### config.mk
export PLATFORM = sky130hd
export DESIGN_NAME = ydriver_scan_array
export DESIGN_NICKNAME = d
export VERILOG_FILES = /design/src/rtl/ydriver_pkg.sv /design/src/rtl/ydriver_fr_gen.sv /design/src/rtl/ydriver_scan_array.sv
export SDC_FILE = /design/constraint.sdc
export NUM_CORES = 1
export LEC_CHECK = 0
export BUFFER_PORTS_ARGS = -buffer_cell sky130_fd_sc_hd__buf_2
export CAP_MARGIN = 20
export CELL_PAD_IN_SITES_DETAIL_PLACEMENT = 0
export CELL_PAD_IN_SITES_GLOBAL_PLACEMENT = 2
export CORE_MARGIN = 2
export CORE_UTILIZATION = 31
export CTS_CLUSTER_DIAMETER = 60
export DETAILED_ROUTE_END_ITERATION = 8
export GPL_TIMING_DRIVEN = 0
export MAX_ROUTING_LAYER = met4
export PLACE_DENSITY_LB_ADDON = 0.1
export SLEW_MARGIN = 20
export SYNTH_ARGS = -nofsm -noshare
export SYNTH_HDL_FRONTEND = slang
export SYNTH_SLANG_ARGS = --single-unit
### constraint.sdc
create_clock -name clk -period 1.77 [get_ports clk]
set_input_delay 0.2655 -clock clk [delete_from_list [all_inputs] [get_ports clk]]
set_output_delay 0.2655 -clock clk [all_outputs]
set_load 0.03 [all_outputs]
### src/rtl/ydriver_pkg.sv
// Shared types and constants for the LCD row (Y) driver.
package ydriver_pkg;

    // FSM encodings, kept as plain constants so older tools can use them too.
    localparam logic [0:0] ST_IDLE = 1'b0;
    localparam logic [0:0] ST_SCAN = 1'b1;

    typedef enum logic [0:0] {
        IDLE = ST_IDLE,
        SCAN = ST_SCAN
    } state_e;

    // Scan direction as seen on the dir input.
    localparam logic DIR_FWD = 1'b0;   // lane 0 -> LANES-1
    localparam logic DIR_REV = 1'b1;   // lane LANES-1 -> 0

    // FR_LINES mode: zero means polarity flips only at frame start.
    localparam int FR_FRAME_ONLY = 0;

endpackage

### src/rtl/ydriver_fr_gen.sv
// Frame-polarity (FR) generator: toggles at every frame start and,
// when FR_LINES > 0, additionally every FR_LINES line steps.
module ydriver_fr_gen
    import ydriver_pkg::*;
#(
    parameter int FR_LINES = FR_FRAME_ONLY
) (
    input  logic clk,
    input  logic rst_n,
    input  logic line_stb,
    input  logic frame_s,
    output logic fr
);

    logic fr_q;

    generate
        if (FR_LINES > 0) begin : g_line_inv
            // A counter of at least one bit keeps FR_LINES == 1 legal.
            localparam int CW = (FR_LINES > 1) ? $clog2(FR_LINES) : 1;
            localparam logic [CW-1:0] LAST = CW'(FR_LINES - 1);

            logic [CW-1:0] line_cnt;

            // Line counter and polarity; frame start realigns the count.
            always_ff @(posedge clk or negedge rst_n) begin
                if (!rst_n) begin
                    line_cnt <= '0;
                    fr_q     <= 1'b0;
                end else if (line_stb) begin
                    if (frame_s) begin
                        fr_q     <= ~fr_q;
                        line_cnt <= '0;
                    end else if (line_cnt == LAST) begin
                        fr_q     <= ~fr_q;
                        line_cnt <= '0;
                    end else begin
                        line_cnt <= line_cnt + 1'b1;
                    end
                end
            end
        end else begin : g_frame_only
            // Polarity flips on frame start only.
            always_ff @(posedge clk or negedge rst_n) begin
                if (!rst_n) begin
                    fr_q <= 1'b0;
                end else if (line_stb && frame_s) begin
                    fr_q <= ~fr_q;
                end
            end
        end
    endgenerate

    assign fr = fr_q;

endmodule

### src/rtl/ydriver_scan_array.sv
// LCD row (Y) driver: one select token walks across LANES lanes, one lane
// per line strobe, with the output level polarity-encoded against FR.
module ydriver_scan_array
    import ydriver_pkg::*;
#(
    parameter int LANES    = 144,
    parameter int FR_LINES = FR_FRAME_ONLY,
    localparam int IDXW    = $clog2(LANES + 1)
) (
    input  logic             clk,
    input  logic             rst_n,
    input  logic             line_stb,
    input  logic             frame_s,
    input  logic             dir,
    input  logic             gate,
    input  logic             blank,
    output logic [LANES-1:0] lane_out,
    output logic             fr_out,
    output logic [IDXW-1:0]  row_idx,
    output logic             busy,
    output logic             frame_done,
    output logic             restart_err
);

    localparam logic [LANES-1:0] FIRST_LANE = LANES'(1'b1);
    localparam logic [LANES-1:0] LAST_LANE  = FIRST_LANE << (LANES - 1);

    state_e           state;
    logic             dir_q;
    logic [LANES-1:0] tok;
    logic             done_q;
    logic             rerr_q;
    logic             fr;
    logic             at_end;
    logic [LANES-1:0] start_tok;
    logic [LANES-1:0] sel;
    logic [IDXW-1:0]  idx;

    ydriver_fr_gen #(
        .FR_LINES (FR_LINES)
    ) u_fr_gen (
        .clk      (clk),
        .rst_n    (rst_n),
        .line_stb (line_stb),
        .frame_s  (frame_s),
        .fr       (fr)
    );

    // Far end depends on the direction latched at frame start; the start
    // lane for a (re)load depends on the live dir input.
    always_comb begin
        at_end    = (dir_q == DIR_REV) ? tok[0] : tok[LANES-1];
        start_tok = (dir == DIR_REV) ? LAST_LANE : FIRST_LANE;
    end

    // Scan FSM, token shift register and the one-cycle status pulses.
    always_ff @(posedge clk or negedge rst_n) begin
        if (!rst_n) begin
            state  <= IDLE;
            dir_q  <= DIR_FWD;
            tok    <= '0;
            done_q <= 1'b0;
            rerr_q <= 1'b0;
        end else begin
            done_q <= 1'b0;
            rerr_q <= 1'b0;
            if (line_stb) begin
                case (state)
                    IDLE: begin
                        if (frame_s) begin
                            state <= SCAN;
                            dir_q <= dir;
                            tok   <= start_tok;
                        end
                    end
                    SCAN: begin
                        if (frame_s) begin
                            // Restart mid-frame; a frame ending on this same
                            // step is still reported as done.
                            dir_q  <= dir;
                            tok    <= start_tok;
                            rerr_q <= 1'b1;
                            done_q <= at_end;
                        end else if (at_end) begin
                            state  <= IDLE;
                            tok    <= '0;
                            done_q <= 1'b1;
                        end else if (dir_q == DIR_REV) begin
                            tok <= tok >> 1;
                        end else begin
                            tok <= tok << 1;
                        end
                    end
                    default: begin
                        state <= IDLE;
                        tok   <= '0;
                    end
                endcase
            end
        end
    end

    // One-hot to binary by OR-ing lane indices; LANES marks "no token".
    always_comb begin
        idx = '0;
        for (int i = 0; i < LANES; i++) begin
            if (tok[i]) begin
                idx = idx | IDXW'(i);
            end
        end
        row_idx = (tok == '0) ? IDXW'(LANES) : idx;
    end

    // Select window and polarity encoding toward the pads.
    always_comb begin
        sel      = tok & {LANES{gate & ~blank}};
        lane_out = ~({LANES{fr}} ^ sel);
    end

    assign fr_out      = fr;
    assign busy        = (state == SCAN);
    assign frame_done  = done_q;
    assign restart_err = rerr_q;

endmodule

==> flow_summary.toml <==
[outcome]
violations = "negative setup slack"
status = "finished, violations left"

[synthesis]
synth_flop_cell = "dfrtp_1"
yosys-top-cells-area = "dfrtp_1 (40%), mux2i_1 (15%), xor2_1 (14%)"
synth_area_sq_um = 9340
ys_warn_count = 0
yosys.cell_count.top_type = "nand2_1"
synth_enable_flop_cells = 0
synthTopCellsByCount = "nand2_1 (305), dfrtp_1 (149), o21ai_0 (146)"
synth_top_area_cell = "dfrtp_1"
synthesis.area_per_instance_sq_um = 8.577
number_of_synthesized_register_bits = 149
syn_nets = 1096
synth.distinct_cells = 26
yosys.area.top_type_share_pct = 39.92
post_synth_inst_count = 1089
synth.yosys.seq_area_share_pct = 39.92
postSynth.asyncResetShare_pct = 100.0

[place]
dp_hpwl_um = 23340
post_dp_cell_area_sq_um = 12050
io_buffers = 162
gp_congestion = 0.8012
dp.cells = 1643

[setup_path]
path_cells = "or4_4 > nand3b_1 > nor4_4 > nand3_2 > o31ai_4 > buf_6"
slowest_stage_delay_cp_ns = 0.60
regToRegSetupSlack_ns = 0.02
cp_slowest_cell = "or4_4"
crit_path_start_kind = "flop"
worstPathMaxFanout = 3
crit_arrival_ns = 2.52
timing.critical_path.buf_inv = 1
endpoint_kind = "output port"
r2r_start = "dir_q"
setup.worst_path.class = "flop to output port"
critical_path.reg2reg.endpoint = "tok[120]"
critPathTopFamily = "simple AND/OR/NAND/NOR gates"
required_ns = 1.50
ff2ff_path_depth = 5

[timing]
slew_worst_pin_ns = 0.6187
clock_skew_ns = 0.01624
final-max-slew-violation-count = 0
finalCritPeriodShare_pct = 157.6
final_hold_viol_count = 0
period_needed_ns = 2.789
post-route-worst-setup-slack_ns = -1.019
worst_slew_margin_rel_pct = 58.37
setup_repair_after_global_routing_missed_its_margin = "true"
setup_viol = 152
clock.fmax_mhz = 358.5

[job]
reported_max_cap_violation_count = 0

[routing]
detailroute.via_count = 8680
drcViolationCount = 0
via_per_inst = 5.009
routed_wl_um = 33790
dr.pass1.iters = 5
antenna_left = 0
routed_wire_length_per_instance_um = 19.50
initialDrtViolationCount = 618

[cts]
max-clock-path-buffers = 2
cts_tree = "done"
clkSinkCount = 149
insertion_delay_ns = 0.43
clock_pin_slew_worst_setup_and_hold_paths_ns = 0.07
cts_root_buf = "clkbuf_16"
inserted_clock_buffers = 17
ctsHtreeMaxLevel = 4

[global_routing]
grt_start_max_net_pins = 90
vias_in_the_first_global_route = 8748
number_of_antenna_violations_at_the_first_check_in_global_routing = 1
grt_use_total_pct = 22.66
grt_remaining_overflow = 0
grt_first_pass_wirelength_um = 53340

[cells_and_area]
final-instance-count-excl-fill = 1733
num-nets-final = 1336
design_area_sq_um = 15590
synthToLayoutAreaGrowth_pct = 66.94
layout-drive-gt1-share_pct = 39.79
fill_cells = 2680

[floorplanning]
pin_count = 163
starting_density_of_the_core_pct = 31.51
die_x_um = 177.6
num_rows = 63
fp.dieH_um = 177.6
floorplan_die_area_sq_um = 31530
core_area_sq_um = 29640

[pwr]
static-leakage-power_nw = 6.446
irDropWorstVdd_v = 0.0009554
power_per_cell_area_nw_per_um2 = 1421

[worst_hold_path]
hold_crit_start = "line_stb"
worstHoldEndpoint = "frame_done"
tightest_hold_check_type = "input port to flop"
whs_path_depth = 3
metal layers:
metal  global-route usage (%)  share of wire, %  routed length, um  vias up
li1                         -                 -                  -     4120
met1                    33.25                49              16590     4355
met2                    33.66                47              15830      186
met3                    2.271               3.0               1026       19
met4                    5.191               1.0                346        0
met5                        -                 0                  0        -
final cells by class:
type                       count  area [sq um]  share of cell area, %
inverter                       3         11.26                0.07222
clock buffer                  20         446.7                  2.865
tap                          390         488.0                  3.130
multi-input combinational    858          7498                  48.09
buffer                        76         732.0                  4.694
sequential                   149          3764                  24.14
timing repair buffer         224          2532                  16.24
antenna                        1         2.502                0.01605
clock inverter                12         117.6                 0.7543
flip-flops by register name (all words and copies together), names as in the netlist:
name and cells:
frame_done 1, tok 144, restart_err 1, busy 1, u_fr_gen.fr 1, dir_q 1
where the power goes:
part,leakage [nW],switching [mW],internal (mW)
Clock,0.264,1.60,2.00
Combinational,4.16,8.21,6.80
Sequential,2.02,0.0936,3.46
Total,6.45,9.90,12.3
worst max-delay path by stage:
stage                     startpoint           to  slack (ns)  depth (start not counted)
after detailed placement    tok[123]   row_idx[4]       -1.22                          6
after global routing         tok[96]   row_idx[4]       -1.11                          6
final                        tok[96]   row_idx[4]       -1.02                          6
after floorplan              tok[99]   row_idx[4]       -0.45                          5
after CTS                    tok[96]   row_idx[4]       -1.17                          6
after global placement         rst_n  u_fr_gen.fr       -2.38                          1
metrics by stage:
| stage | total power, mW | TNS [ns] | util, % | hold WS [ns] | setup slack (ns) |
|---|---|---|---|---|---|
| 4_1_cts | 22.32 | -39.59 | 50.76 | 0.08727 | -1.167 |
| 3_3_place_gp | 14.35 | -501.53 | 40.43 | 0.5524 | -2.379 |
| 5_1_grt | 23.08 | -39.02 | 52.61 | 0.1136 | -1.111 |
| 3_5_place_dp | 14.38 | -186.54 | 40.65 | 0.04238 | -1.224 |
| 2_1_floorplan | 11.82 | -1.557 | - | -0.03009 | -0.4484 |
| 6_report | 22.16 | -31.36 | 52.61 | 0.1042 | -1.019 |
repair_timing:
item | in CTS | in global routing
pin swaps | 117 | 55
hold buffers | 1 | 0
resized for setup | 458 | 147
gates cloned | 15 | 1
buffers inserted | 30 | 19
endpoints found under the hold margin | 89 | 0
setup endpoints to repair | 296 | 292
tightest hold or removal path: cells and delay by family:
family	cells	cell delay, ns
buffers and inverters	1	0.13
AND/OR/NAND/NOR	2	0.11
cell usage in the layout (no fill, tap or decap), types with 32 or more instances in the layout:
cell / n
nand2_1: 295
mux2i_1: 140
o21ai_0: 137
buf_6: 125
dfrtp_1: 121
xor2_4: 74
buf_4: 69
xor2_2: 38
clkbuf_2: 36
clkbuf_16: 35
xor2_1: 32
logic make-up (layout without fill, tap and decap cells):
kind of cell	Yosys count	count (layout)	share of synthesized area, %
XOR/XNOR	145	145	13.60
AO/OA/AOI/OAI	153	153	8.238
flip-flops	149	149	39.92
AND/OR/NAND/NOR	418	418	19.54
buffers and inverters	82	335	3.470
other	0	1	0
multiplexers	142	142	15.23
Power figures use the tool's default switching activity.
